<file path="src/rtl/pin_entry_controller_if.sv">
`default_nettype none
// ============================================================================
// Module      : pin_entry_controller_if
// Description : Key-event and status bundle between the pin pad side and the
//               PIN entry controller.
// Revision    : 1.0 - initial release
// ============================================================================
interface pin_entry_controller_if;
    logic        key_valid;
    logic [3:0]  key_code;
    logic        entry_active;
    logic [2:0]  digit_count;
    logic [15:0] pin_value;
    logic        result_valid;
    logic        result_ok;
    logic        unlock;
    logic        prog_done;
    logic        locked_out;
    logic [2:0]  fail_count;

    modport master (
        output key_valid, key_code,
        input  entry_active, digit_count, pin_value, result_valid, result_ok,
               unlock, prog_done, locked_out, fail_count
    );

    modport slave (
        input  key_valid, key_code,
        output entry_active, digit_count, pin_value, result_valid, result_ok,
               unlock, prog_done, locked_out, fail_count
    );
endinterface
`default_nettype wire

</file>
<file path="src/rtl/pin_entry_controller.sv">
`default_nettype none
// ============================================================================
// Module      : pin_entry_controller
// Description : Smart-lock PIN entry sequencer: collects keyed digits, checks
//               them against the stored PIN, drives unlock/lockout/reprogram.
// Revision    : 1.0 - initial release
// ============================================================================
module pin_entry_controller #(
    parameter logic [15:0] DEFAULT_PIN    = 16'h1234,
    parameter int unsigned MAX_FAILS      = 3,
    parameter int unsigned TIMEOUT_CYCLES = 250_000_000,
    parameter int unsigned LOCKOUT_CYCLES = 1_500_000_000
) (
    input  wire logic             clk_50,
    input  wire logic             reset,
    pin_entry_controller_if.slave bus
);

    localparam logic [2:0]  S_IDLE     = 3'd0;
    localparam logic [2:0]  S_ENTRY    = 3'd1;
    localparam logic [2:0]  S_CHECK    = 3'd2;
    localparam logic [2:0]  S_UNLOCKED = 3'd3;
    localparam logic [2:0]  S_PROGRAM  = 3'd4;
    localparam logic [2:0]  S_LOCKOUT  = 3'd5;

    localparam logic [3:0]  c_KEY_A     = 4'd10;
    localparam logic [3:0]  c_KEY_STAR  = 4'd14;
    localparam logic [3:0]  c_KEY_HASH  = 4'd15;
    localparam logic [2:0]  c_MAX_FAILS = 3'(MAX_FAILS);
    localparam logic [31:0] c_TIMEOUT_LOAD = 32'(TIMEOUT_CYCLES - 1);
    localparam logic [31:0] c_LOCKOUT_LOAD = 32'(LOCKOUT_CYCLES - 1);

    logic [2:0]  r_state,        w_state;
    logic [15:0] r_buffer,       w_buffer;
    logic [2:0]  r_count,        w_count;
    logic        r_overlong,     w_overlong;
    logic [31:0] r_timer,        w_timer;
    logic [2:0]  r_fail_count,   w_fail_count;
    logic [15:0] r_stored_pin,   w_stored_pin;
    logic        r_result_valid, w_result_valid;
    logic        r_result_ok,    w_result_ok;
    logic        r_prog_done,    w_prog_done;

    logic        w_is_digit;
    logic        w_expired;
    logic        w_match;
    logic [2:0]  w_fail_inc;

    assign w_is_digit = (bus.key_code <= 4'd9);
    assign w_expired  = (r_timer == 32'd0);
    assign w_match    = (r_count == 3'd4) && !r_overlong && (r_buffer == r_stored_pin);
    assign w_fail_inc = r_fail_count + 3'd1;

    always_ff @(posedge clk_50) begin
        if (reset) begin
            r_state        <= S_IDLE;
            r_buffer       <= 16'd0;
            r_count        <= 3'd0;
            r_overlong     <= 1'b0;
            r_timer        <= 32'd0;
            r_fail_count   <= 3'd0;
            r_stored_pin   <= DEFAULT_PIN;
            r_result_valid <= 1'b0;
            r_result_ok    <= 1'b0;
            r_prog_done    <= 1'b0;
        end else begin
            r_state        <= w_state;
            r_buffer       <= w_buffer;
            r_count        <= w_count;
            r_overlong     <= w_overlong;
            r_timer        <= w_timer;
            r_fail_count   <= w_fail_count;
            r_stored_pin   <= w_stored_pin;
            r_result_valid <= w_result_valid;
            r_result_ok    <= w_result_ok;
            r_prog_done    <= w_prog_done;
        end
    end

    always_comb begin
        w_state        = r_state;
        w_buffer       = r_buffer;
        w_count        = r_count;
        w_overlong     = r_overlong;
        w_timer        = w_expired ? 32'd0 : (r_timer - 32'd1);
        w_fail_count   = r_fail_count;
        w_stored_pin   = r_stored_pin;
        w_result_valid = 1'b0;
        w_result_ok    = 1'b0;
        w_prog_done    = 1'b0;

        case (r_state)
            S_IDLE: begin
                if (bus.key_valid && (bus.key_code == c_KEY_STAR)) begin
                    w_state    = S_ENTRY;
                    w_buffer   = 16'd0;
                    w_count    = 3'd0;
                    w_overlong = 1'b0;
                    w_timer    = c_TIMEOUT_LOAD;
                end
            end

            S_ENTRY, S_PROGRAM: begin
                // Expiry is the fallback; any accepted key below overrides it.
                if (w_expired) begin
                    w_state = S_IDLE;
                end
                if (bus.key_valid) begin
                    if (w_is_digit) begin
                        w_state = r_state;
                        w_timer = c_TIMEOUT_LOAD;
                        if (r_count < 3'd4) begin
                            w_buffer = {r_buffer[11:0], bus.key_code};
                            w_count  = r_count + 3'd1;
                        end else begin
                            w_overlong = 1'b1;
                        end
                    end else if (bus.key_code == c_KEY_STAR) begin
                        w_state    = r_state;
                        w_buffer   = 16'd0;
                        w_count    = 3'd0;
                        w_overlong = 1'b0;
                        w_timer    = c_TIMEOUT_LOAD;
                    end else if (bus.key_code == c_KEY_HASH) begin
                        if (r_state == S_ENTRY) begin
                            w_state = S_CHECK;
                        end else begin
                            w_state = S_IDLE;
                            if ((r_count == 3'd4) && !r_overlong) begin
                                w_stored_pin = r_buffer;
                                w_prog_done  = 1'b1;
                            end
                        end
                    end
                end
            end

            S_CHECK: begin
                w_result_valid = 1'b1;
                if (w_match) begin
                    w_result_ok  = 1'b1;
                    w_fail_count = 3'd0;
                    w_state      = S_UNLOCKED;
                    w_timer      = c_TIMEOUT_LOAD;
                end else if (w_fail_inc >= c_MAX_FAILS) begin
                    w_fail_count = c_MAX_FAILS;
                    w_state      = S_LOCKOUT;
                    w_timer      = c_LOCKOUT_LOAD;
                end else begin
                    w_fail_count = w_fail_inc;
                    w_state      = S_IDLE;
                end
            end

            S_UNLOCKED: begin
                if (bus.key_valid && (bus.key_code == c_KEY_A)) begin
                    w_state    = S_PROGRAM;
                    w_buffer   = 16'd0;
                    w_count    = 3'd0;
                    w_overlong = 1'b0;
                    w_timer    = c_TIMEOUT_LOAD;
                end else if (w_expired) begin
                    w_state = S_IDLE;
                end
            end

            S_LOCKOUT: begin
                if (w_expired) begin
                    w_state      = S_IDLE;
                    w_fail_count = 3'd0;
                end
            end

            default: begin
                w_state = S_IDLE;
            end
        endcase
    end

    assign bus.entry_active = (r_state == S_ENTRY) || (r_state == S_PROGRAM);
    assign bus.digit_count  = r_count;
    assign bus.pin_value    = r_buffer;
    assign bus.result_valid = r_result_valid;
    assign bus.result_ok    = r_result_ok;
    assign bus.unlock       = (r_state == S_UNLOCKED);
    assign bus.prog_done    = r_prog_done;
    assign bus.locked_out   = (r_state == S_LOCKOUT);
    assign bus.fail_count   = r_fail_count;

endmodule
`default_nettype wire

</file>
<file path="src/flat_wrapper.sv">
// flat-port wrapper written by rule: the top's interface ports become plain ports
module pin_entry_controller_flat 
#(
    parameter logic [15:0] DEFAULT_PIN    = 16'h1234,
    parameter int unsigned MAX_FAILS      = 3,
    parameter int unsigned TIMEOUT_CYCLES = 250_000_000,
    parameter int unsigned LOCKOUT_CYCLES = 1_500_000_000
)
  (clk_50, reset, bus_key_valid, bus_key_code, bus_entry_active, bus_digit_count, bus_pin_value, bus_result_valid, bus_result_ok, bus_unlock, bus_prog_done, bus_locked_out, bus_fail_count);
  pin_entry_controller_if bus_i ();
  input  wire logic clk_50;
  input  wire logic reset;
  input wire logic [$bits(bus_i.key_valid)-1:0] bus_key_valid;
  input wire logic [$bits(bus_i.key_code)-1:0] bus_key_code;
  output wire logic [$bits(bus_i.entry_active)-1:0] bus_entry_active;
  output wire logic [$bits(bus_i.digit_count)-1:0] bus_digit_count;
  output wire logic [$bits(bus_i.pin_value)-1:0] bus_pin_value;
  output wire logic [$bits(bus_i.result_valid)-1:0] bus_result_valid;
  output wire logic [$bits(bus_i.result_ok)-1:0] bus_result_ok;
  output wire logic [$bits(bus_i.unlock)-1:0] bus_unlock;
  output wire logic [$bits(bus_i.prog_done)-1:0] bus_prog_done;
  output wire logic [$bits(bus_i.locked_out)-1:0] bus_locked_out;
  output wire logic [$bits(bus_i.fail_count)-1:0] bus_fail_count;
  assign bus_i.key_valid = bus_key_valid;
  assign bus_i.key_code = bus_key_code;
  assign bus_entry_active = bus_i.entry_active;
  assign bus_digit_count = bus_i.digit_count;
  assign bus_pin_value = bus_i.pin_value;
  assign bus_result_valid = bus_i.result_valid;
  assign bus_result_ok = bus_i.result_ok;
  assign bus_unlock = bus_i.unlock;
  assign bus_prog_done = bus_i.prog_done;
  assign bus_locked_out = bus_i.locked_out;
  assign bus_fail_count = bus_i.fail_count;
  pin_entry_controller #(.DEFAULT_PIN(DEFAULT_PIN), .MAX_FAILS(MAX_FAILS), .TIMEOUT_CYCLES(TIMEOUT_CYCLES), .LOCKOUT_CYCLES(LOCKOUT_CYCLES)) u_core (.clk_50(clk_50), .reset(reset), .bus(bus_i));
endmodule
</file>
<file path="config.mk">
export PLATFORM = sky130hd
export DESIGN_NAME = pin_entry_controller_flat
export DESIGN_NICKNAME = d
export VERILOG_FILES = /design/src/rtl/pin_entry_controller_if.sv /design/src/rtl/pin_entry_controller.sv /design/src/flat_wrapper.sv
export SDC_FILE = /design/constraint.sdc
export NUM_CORES = 1
export LEC_CHECK = 0
export CAP_MARGIN = 20
export CORE_ASPECT_RATIO = 0.5
export CORE_UTILIZATION = 57
export DETAILED_ROUTE_END_ITERATION = 10
export HOLD_SLACK_MARGIN = 0.08
export PLACE_DENSITY = 0.79
export SLEW_MARGIN = 20
export SYNTH_ARGS = -nofsm -noshare
export SYNTH_HDL_FRONTEND = slang
export SYNTH_SLANG_ARGS = --single-unit
</file>
<file path="constraint.sdc">
create_clock -name clk_50 -period 3.2 [get_ports clk_50]
set_clock_uncertainty 0.05 [all_clocks]
set_input_delay 0.48 -clock clk_50 [delete_from_list [all_inputs] [get_ports clk_50]]
set_output_delay 0.48 -clock clk_50 [all_outputs]
set_load 0.03 [all_outputs]
</file>
* Yosys cells after proc, flatten, opt, wreduce, memory -nomap -nowiden *
Cells that the tools add are included.

word-level totals
  flip-flop bits (word level) = 77
  input bits = 7
  output and inout bits = 28
  word-level logic and storage cells = 108

cells by class
  add/sub/neg operators = 3
  magnitude comparators = 3
  equality and inequality tests = 19
  multiplexer cells = 48
  bitwise operators = 7
  reduce and logical (&&, ||, !) cells = 18

operators by type and width
  operator               number
  $mux 32                8
  $pmux 32 s4            1
  $mux 16                6
  $mux 3                 18
  $pmux 16 s3            1
  $logic_not 32->1       1
  $sub 32x1->32 const B  1
  $eq 16x16->1           1
  $pmux 3 s5             1
  $eq 4x4->1 const B     3
  $ne 3x3->1 const B     4
  $reduce_and 6->1       2
  $eq 3x3->1 const B     3
  $mux 1                 9
  $pmux 3 s3             1
  $not 1->1              7
  $reduce_and 7->1       1
  $reduce_or 7->1        1
  $add 3x1->3 const B    2
  $eq 3x2->1 const B     2
  $ne 2x1->1 const B     3
  $pmux 3 s2             1
  $le 4x4->1 const B     1
  $logic_and 1x1->1      4
  other kinds (15)       16

* Depth between registers and ports, before layout *
Gate-level depths: netlist of run 1.

  depth in word-level cells = 7
  depth in mapped cells = 9

* Worst setup path before layout of run 1 *
OpenSTA, ideal clock, no wires.

  path type = register to register
  from = register u_core.r_count[0] (netlist: u_core.bus.digit_count[0])
  to = register u_core.r_timer[0]
  setup time = 0.074 ns
  arrival = 2.215 ns
  required time = 3.076 ns
  setup slack = 0.861 ns
  cell stages (with the launch flop) = 10
  buffers on the path = 1
  cell sequence = dfxtp_1 -> inv_1 -> ha_1 -> nand3b_1 -> or4_1 -> nor3_1 -> nand2_1 -> a311o_1 -> clkbuf_1 -> o21ai_0

on the way
  word-level cells in the longest chain between the ends = 5

ends and longest elaborated chain
  item                            line                         RTL
  start, declared                 pin_entry_controller.sv:35   logic [2:0] r_count, w_count;
  start signal, assigned          pin_entry_controller.sv:69   r_count <= w_count;
  $eq 3x3->1                      pin_entry_controller.sv:51   assign w_match = (r_count == 3'd4) && !r_overlong && (r_buffer == r_stored_pin);
  $logic_and 1x1->1 (2 in a row)  pin_entry_controller.sv:51
  $mux 32                         pin_entry_controller.sv:140  if (w_match) begin
  $pmux 32 s4                     pin_entry_controller.sv:92   case (r_state)
  end signal, assigned            pin_entry_controller.sv:71   r_timer <= w_timer;
  end, declared                   pin_entry_controller.sv:37   logic [31:0] r_timer, w_timer;

No other way between the ends.
A chain may end at the register's enable or synchronous reset.

* Worst setup path after layout of run 1 *
  from = register u_core.r_state[2]
  to = output bus_locked_out

on the way
  word-level cells in the longest chain between the ends = 1

ends and longest elaborated chain
  item                    line                         RTL
  start, declared         pin_entry_controller.sv:33   logic [2:0] r_state, w_state;
  start signal, assigned  pin_entry_controller.sv:67   r_state <= w_state;
  $eq 3x3->1              pin_entry_controller.sv:187  assign bus.locked_out = (r_state == S_LOCKOUT);
  end, declared           flat_wrapper.sv:22           output wire logic [$bits(bus_i.locked_out)-1:0] bus_locked_out;

No other way between the ends.

==> results of run 1 <==
[final cells by class]
class	count	area [sq um]	area share, %
inverter	9	33.8	0.764
tap	88	110	2.49
multi-input combinational	317	2070	46.7
clock inverter	7	66.3	1.50
timing repair buffer	39	378	8.55
clock buffer	9	225	5.09
sequential	77	1540	34.9
[how the worst max path moves through the flow]
stage | startpoint | end | slack (ps) | depth (start not counted)
floorplan | u_core.bus.digit_count[0]$_SDFFE_PP0P_ | u_core.r_timer[0]$_SDFF_PP0_ | 860 | 9
global route | bus_key_code[2] | u_core.r_timer[20]$_SDFF_PP0_ | 400 | 7
finish | u_core.r_state[2]$_SDFFE_PP0P_ | bus_locked_out | 490 | 3
global placement | bus_key_code[2] | u_core.r_timer[5]$_SDFF_PP0_ | 510 | 6
CTS | u_core.r_state[2]$_SDFFE_PP0P_ | bus_locked_out | 510 | 3
detailed placement | bus_key_code[2] | u_core.r_timer[29]$_SDFF_PP0_ | 350 | 7
[power groups by stage]
stage               logic (mW)  clock network [mW]  registers [mW]
finish                    1.56               0.997            1.36
global route              1.71                1.05            1.38
CTS                       1.55               0.999            1.35
detailed placement        1.53                   0            1.37
global placement          1.50                   0            1.35
floorplan                 1.37                   0            1.32
[cell families after synthesis]
group / Yosys count / synth area share [%]
DFF: 77 / 41.3
buffers and inverters: 28 / 3.25
muxes: 18 / 4.83
adders and majority gates: 5 / 1.68
AOI/OAI and AO/OA: 82 / 14.6
and+or+nand+nor: 167 / 23.7
xor gates and xnor gates: 45 / 10.6
[critical path, stage by stage, from the launching register on]
cell             delay (ps)
dfxtp_1                 580
nor2b_1                 340
and2_1                  240
clkdlybuf4s50_1         690
[registers in the layout, indices dropped and copies added (netlist names)]
| name | cells |
|---|---|
| u_core.r_state | 3 |
| u_core.bus.result_ok | 1 |
| u_core.bus.pin_value | 16 |
| u_core.bus.fail_count | 3 |
| u_core.r_overlong | 1 |
| u_core.bus.digit_count | 3 |
| u_core.r_stored_pin | 16 |
| u_core.bus.result_valid | 1 |
| u_core.bus.prog_done | 1 |
| u_core.r_timer | 32 |
[per-layer routing]
metal,GRT usage (%),up-vias,routed length (um),part of all wire [%]
met5,0,-,0,0
met4,9.71,0,96,1.1
met3,6.95,16,443,5.0
met2,47.7,79,4250,48
met1,32.9,1547,3990,45
li1,-,1559,-,-
[cells in the final DEF, fill, tap and decap left out, drive strengths merged, types with 4 or more instances in the layout]
| cell type | instances |
|---|---|
| mux2i | 18 |
| nor2b | 5 |
| a22oi | 5 |
| nor2 | 60 |
| buf | 5 |
| and2 | 5 |
| ha | 5 |
| a21oi | 16 |
| o22ai | 12 |
| dfxtp | 77 |
| inv | 9 |
| clkbuf | 9 |
| clkdlybuf4s50 | 34 |
| xnor2 | 24 |
| nor3 | 19 |
| nand4 | 5 |
| clkinv | 5 |
| a211oi | 4 |
| nand2 | 31 |
| o31ai | 9 |
| or2 | 4 |
| nor4 | 9 |
| o21ai | 17 |
| nand3 | 7 |
| or4 | 7 |
| xor2 | 21 |
| or3 | 6 |
[metrics by stage]
| step | hold WS [ps] | instances | setup WS, ps | power (mW) | instance area [sq um] |
|---|---|---|---|---|---|
| after floorplan | 378 | 422 | 861 | 2.69 | 3730 |
| after global placement | 413 | 530 | 506 | 2.85 | 4130 |
| after detailed placement | 420 | 530 | 345 | 2.89 | 4130 |
| after CTS | 435 | 546 | 507 | 3.90 | 4420 |
| after global routing | 465 | 546 | 395 | 4.13 | 4420 |
| final | 442 | 546 | 491 | 3.91 | 4420 |
==> run_results.csv, run 1 <==
group,metric,value,unit
cells_and_area,areaGrowthSynthToFinish,18.6,%
sta,slew_violations,0,
yosys,yosysUniqueCellTypes,55,
clocking,clock_tree.htree_level_count,3,
sta,final.min_clock_period,2710,ps
worst_setup_path,cp_max_fo,14,
floorplan,effective_utilization_at_floorplan,60.3,%
yosys,syn-num-nets,434,
yosys,async_flop_share,0,%
cells_and_area,layout-drive-gt1-share,8.52,%
floorplan,core_region_area,6180,sq um
power,vdd.ir_drop.worst,372,uV
power,share_comb_of_total_power,39.8,%
placement,finalWeightedCongestion,0.870,
route,routed_wl,8780,um
route,first_drt_iteration_drcs,265,
power,power.share.clock,25.5,%
power,static-leakage-power,1.77,nW
worst_setup_path,timing.critical_path.to_type,"output port",
clocking,ctsRootBufferMaster,"clkbuf_16",
power,power.switching_fraction,38.3,%
yosys,yosys.cell_count.top_type,"dfxtp_1",
clocking,cts-buffers-inserted,9,
floorplan,x_dimension_of_the_die,116,um
worst_setup_path,setup.worst_path.start_class,"flop",
hold_path,hold_depth,2,
sta,rsz0062_at_grt,"false",
route,vias_per_cell,5.86,
sta,setup_viol_count_final,0,
sta,final_hold_viol_count,0,
route,routed_wire_length_per_instance,16.1,um
clocking,clk_path_buf_depth,2,
clocking,cts.reportedPaths.clkPinSlew,60,ps
sta,timing_limited_maximum_frequency,0.369,GHz
yosys,synth_register_bits,77,
yosys,syn-cell-area,3730,sq um
floorplan,design.die.area,6890,sq um
worst_setup_path,worst_r2r_endpoint,"u_core.r_timer[2]$_SDFF_PP0_",
cells_and_area,finish.net_count,465,
grt,grt_pass1_wl,14400,um
grt,overflow,0,
sta,sum_of_negative_setup_slack,0,ps
route,post_detailed_route_count_of_antenna_violating_nets,0,
cells_and_area,final_core_utilization,71.5,%
yosys,yosysWarningCount,0,
grt,antenna_found_initial,0,
cells_and_area,diodes,0,
worst_setup_path,cp.required,2670,ps
route,vias,3201,
yosys,synth_top_cell_area_share,41.3,%
cells_and_area,fillers,482,
yosys,synth_top_area_cell,"dfxtp_1",
placement,post-dp-hpwl,6170,um
clocking,cts.repair.resized,0,
status,status,"complete, no violations",
clocking,cts_post_setup_buffers_inserted,0,
power,internal-power,2.41,mW
worst_setup_path,critical_path.reg2reg.startpoint,"u_core.bus.digit_count[0]$_SDFFE_PP0P_",
yosys,synth-main-ff-cell,"dfxtp_1",
yosys,post_synthesis_average_cell_area,8.84,sq um
route,drcViolationCount,0,
worst_setup_path,reg2reg_slack,660,ps
worst_setup_path,critical_path_class,"reg -> out",
yosys,synth-edff-count,0,
clocking,clkLatencyLatePin,340,ps
clocking,post_cts_hold_buffer_count,0,
clocking,cts_sinks,77,
floorplan,chipHeight,59.2,um
hold_path,hold_path_end,"u_core.r_overlong$_SDFFE_PP0P_",
hold_path,min_delay_src,"u_core.r_overlong$_SDFFE_PP0P_",
grt,grt_max_degree,24,
yosys,syn_inst,422,
hold_path,timing.hold.worst.class,"reg -> reg",
grt,grt_pass1_vias,3117,
power,p_switching,1.50,mW
floorplan,fp_rows,20,
power,cellPowerDensity,884,nW/um^2
placement,buffer_ports.inserted,34,
power,seq_power_share,34.7,%
sta,min_period_over_period,84.6,%
job,timing.max_cap.violations,0,
sta,relSlewSlack,55.1,%
yosys,synth_cell_count_leaders,"77 x dfxtp_1, 60 x nor2_1, 30 x nand2_1",
yosys,yosys-top-cells-area,"dfxtp_1 41%, nor2_1 6.0%, xnor2_1 5.6%",
sta,max_slew.worst_pin.slew,671,ps
worst_setup_path,reg2regPathDepth,8,
route,drt_pass1_iterations,4,
clocking,cts_tree,"built",
floorplan,num_io_pins,35,
yosys,yosysSeqAreaShare,41.3,%
worst_setup_path,arrival,2180,ps
grt,groute.usage.overall,27.2,%
Note: power is estimated with default switching activity, not from simulation.
==> run 2: changes to the inputs <==
Clock period 3.2 ns to 2.75 ns, I/O delays scaled along.
==> run 2 against run 1 <==
- critical path depth did not move
- clock power grew 18%
- die area unchanged
- final cell count is 1.1% higher
- cell area is 1.4% higher
- sequential share of layout area shrank 0.49 points
- total power increased by 18%
- clock-buffer cell count grew 3
- largest power group unchanged
==> run_results.csv, run 2 (synthesis gave the netlist of run 1 again) <==
group,metric,value,unit
hold_path,min_delay_src,"u_core.r_overlong$_SDFFE_PP0P_",
clocking,post_cts_hold_buffer_count,0,
clocking,clk_path_buf_depth,2,
route,vias,3207,
sta,sum_of_negative_setup_slack,0,ps
cells_and_area,multi_input_area,2070,sq um
grt,grt_pass1_vias,3055,
status,status,"complete, no violations",
power,static-leakage-power,1.80,nW
power,vdd.ir_drop.worst,476,uV
sta,final.min_clock_period,2580,ps
floorplan,core_region_area,6180,sq um
cells_and_area,largest_register,"u_core.r_timer",
floorplan,num_io_pins,35,
route,routed_wl,8610,um
hold_path,hold_path_end,"u_core.r_overlong$_SDFFE_PP0P_",
cells_and_area,largest_register_ffs,32,
sta,min_period_over_period,93.6,%
cells_and_area,layoutNonFillerInstCount,552,
worst_setup_path,worst_path_largest_cell_delay,680,ps
worst_setup_path,critical_path.slowest_cell,"clkdlybuf4s50_1",
sta,relSlewSlack,60.7,%
route,vias_per_cell,5.81,
sta,timing_limited_maximum_frequency,0.388,GHz
grt,overflow,0,
clocking,cts_sinks,77,
cells_and_area,finish.net_count,472,
clocking,cts-buffers-inserted,9,
cells_and_area,sequential_area,1540,sq um
worst_setup_path,reg2reg_slack,220,ps
sta,final_hold_viol_count,0,
route,drt_pass1_iterations,5,
floorplan,chipHeight,59.2,um
cells_and_area,finalInstanceArea,4480,sq um
sta,holdWs,431,ps
floorplan,design.die.area,6890,sq um
clocking,ctsRootBufferMaster,"clkbuf_16",
sta,setup_viol_count_final,0,
route,first_drt_iteration_drcs,325,
sta,max_slew.worst_pin.slew,588,ps
route,routed_wire_length_per_instance,15.6,um
placement,post-dp-hpwl,6040,um
grt,grt_max_degree,21,
sta,final_critical_path_setup_slack,175,ps
worst_setup_path,crit_family,"buffers and inverters",
job,timing.max_cap.violations,0,
cells_and_area,fillers,480,
clocking,clkLatencyLatePin,330,ps
placement,dpl_worst_slack,76.1,ps
cells_and_area,diodes,0,
route,drcViolationCount,0,
worst_setup_path,arrival,2110,ps
grt,groute.usage.overall,27.8,%
floorplan,effective_utilization_at_floorplan,60.3,%
clocking,cts.repair.resized,0,
sta,rsz0062_at_grt,"false",
hold_path,timing.hold.worst.class,"reg -> reg",
grt,antenna_found_initial,0,
grt,grt_pass1_wl,14400,um
worst_setup_path,setup.worst_path.start_class,"flop",
cells_and_area,final_common_cell,"dfxtp_1",
cells_and_area,areaGrowthSynthToFinish,20.2,%
route,post_detailed_route_count_of_antenna_violating_nets,0,
placement,finalWeightedCongestion,0.929,
worst_setup_path,critical_path.cell_chain,"nor2b_1, and2_1, clkdlybuf4s50_1",
placement,buffer_ports.inserted,34,
worst_setup_path,reg2regPathDepth,6,
cells_and_area,layout-drive-gt1-share,9.48,%
cells_and_area,layout_common_cells,"77 x dfxtp_1, 60 x nor2_1, 34 x clkdlybuf4s50_1",
placement,placement_stage_cell_area,4180,sq um
power,cellPowerDensity,1030,nW/um^2
cells_and_area,final_core_utilization,72.6,%
sta,slew_violations,0,
placement,numPlacedInstances,537,
worst_setup_path,cp.required,2290,ps
worst_setup_path,critical_path_class,"reg -> out",
clocking,cts.reportedPaths.clkPinSlew,50,ps
worst_setup_path,timing.critical_path.to_type,"output port",
worst_setup_path,cp_max_fo,19,
worst_setup_path,worst_r2r_endpoint,"u_core.r_timer[9]$_SDFF_PP0_",
clocking,cts_tree,"built",
worst_setup_path,critPathBufInv,1,
clocking,clock_tree.htree_level_count,3,
floorplan,x_dimension_of_the_die,116,um
worst_setup_path,critical_path.reg2reg.startpoint,"u_core.r_timer[14]$_SDFF_PP0_",
clocking,cts_post_setup_buffers_inserted,0,
floorplan,fp_rows,20,
power,design_power_total,4.63,mW
hold_path,hold_depth,2,
[run 2: layout make-up]
cell class | count | area share (%)
Clock buffer | 12 | 5.72
Clock inverter | 3 | 1.00
Inverter | 9 | 0.753
Multi-Input combinational cell | 317 | 46.1
Sequential cell | 77 | 34.4
Tap cell | 88 | 2.46
Timing Repair Buffer | 46 | 9.60
[run 2: report_power, final]
part | switching, mW | internal, mW
Clock | 0.437 | 0.747
Sequential | 0.235 | 1.34
Combinational | 1.06 | 0.811
[run 2: how the worst max path moves through the flow]
stage	from	to	slack, ps	cells past startpoint
after floorplan	u_core.bus.digit_count[0]$_SDFFE_PP0P_	u_core.r_timer[0]$_SDFF_PP0_	410	9
after global placement	bus_key_code[2]	u_core.r_timer[16]$_SDFF_PP0_	180	7
after detailed placement	bus_key_code[2]	u_core.r_timer[6]$_SDFF_PP0_	80	6
after CTS	u_core.r_state[1]$_SDFFE_PP0P_	bus_locked_out	200	3
after global routing	u_core.r_state[1]$_SDFFE_PP0P_	bus_locked_out	50	3
final	u_core.r_state[1]$_SDFFE_PP0P_	bus_locked_out	170	3
[run 2: per-layer routing]
layer / vias to the layer above / share of wire [%] / GRT usage [%]
li1: 1571 / - / -
met1: 1528 / 45 / 34.7
met2: 93 / 48 / 46.8
met3: 15 / 5.6 / 7.36
met4: 0 / 1.5 / 10.1
met5: - / 0 / 0
[run 2: worst reg2reg max path: stages, from the launching register on]
cell      delay (ps)
dfxtp_1          340
or4_4            550
or4_4            510
nor3_4           240
nand2b_1         210
nand2_2          310
o21ai_0          160
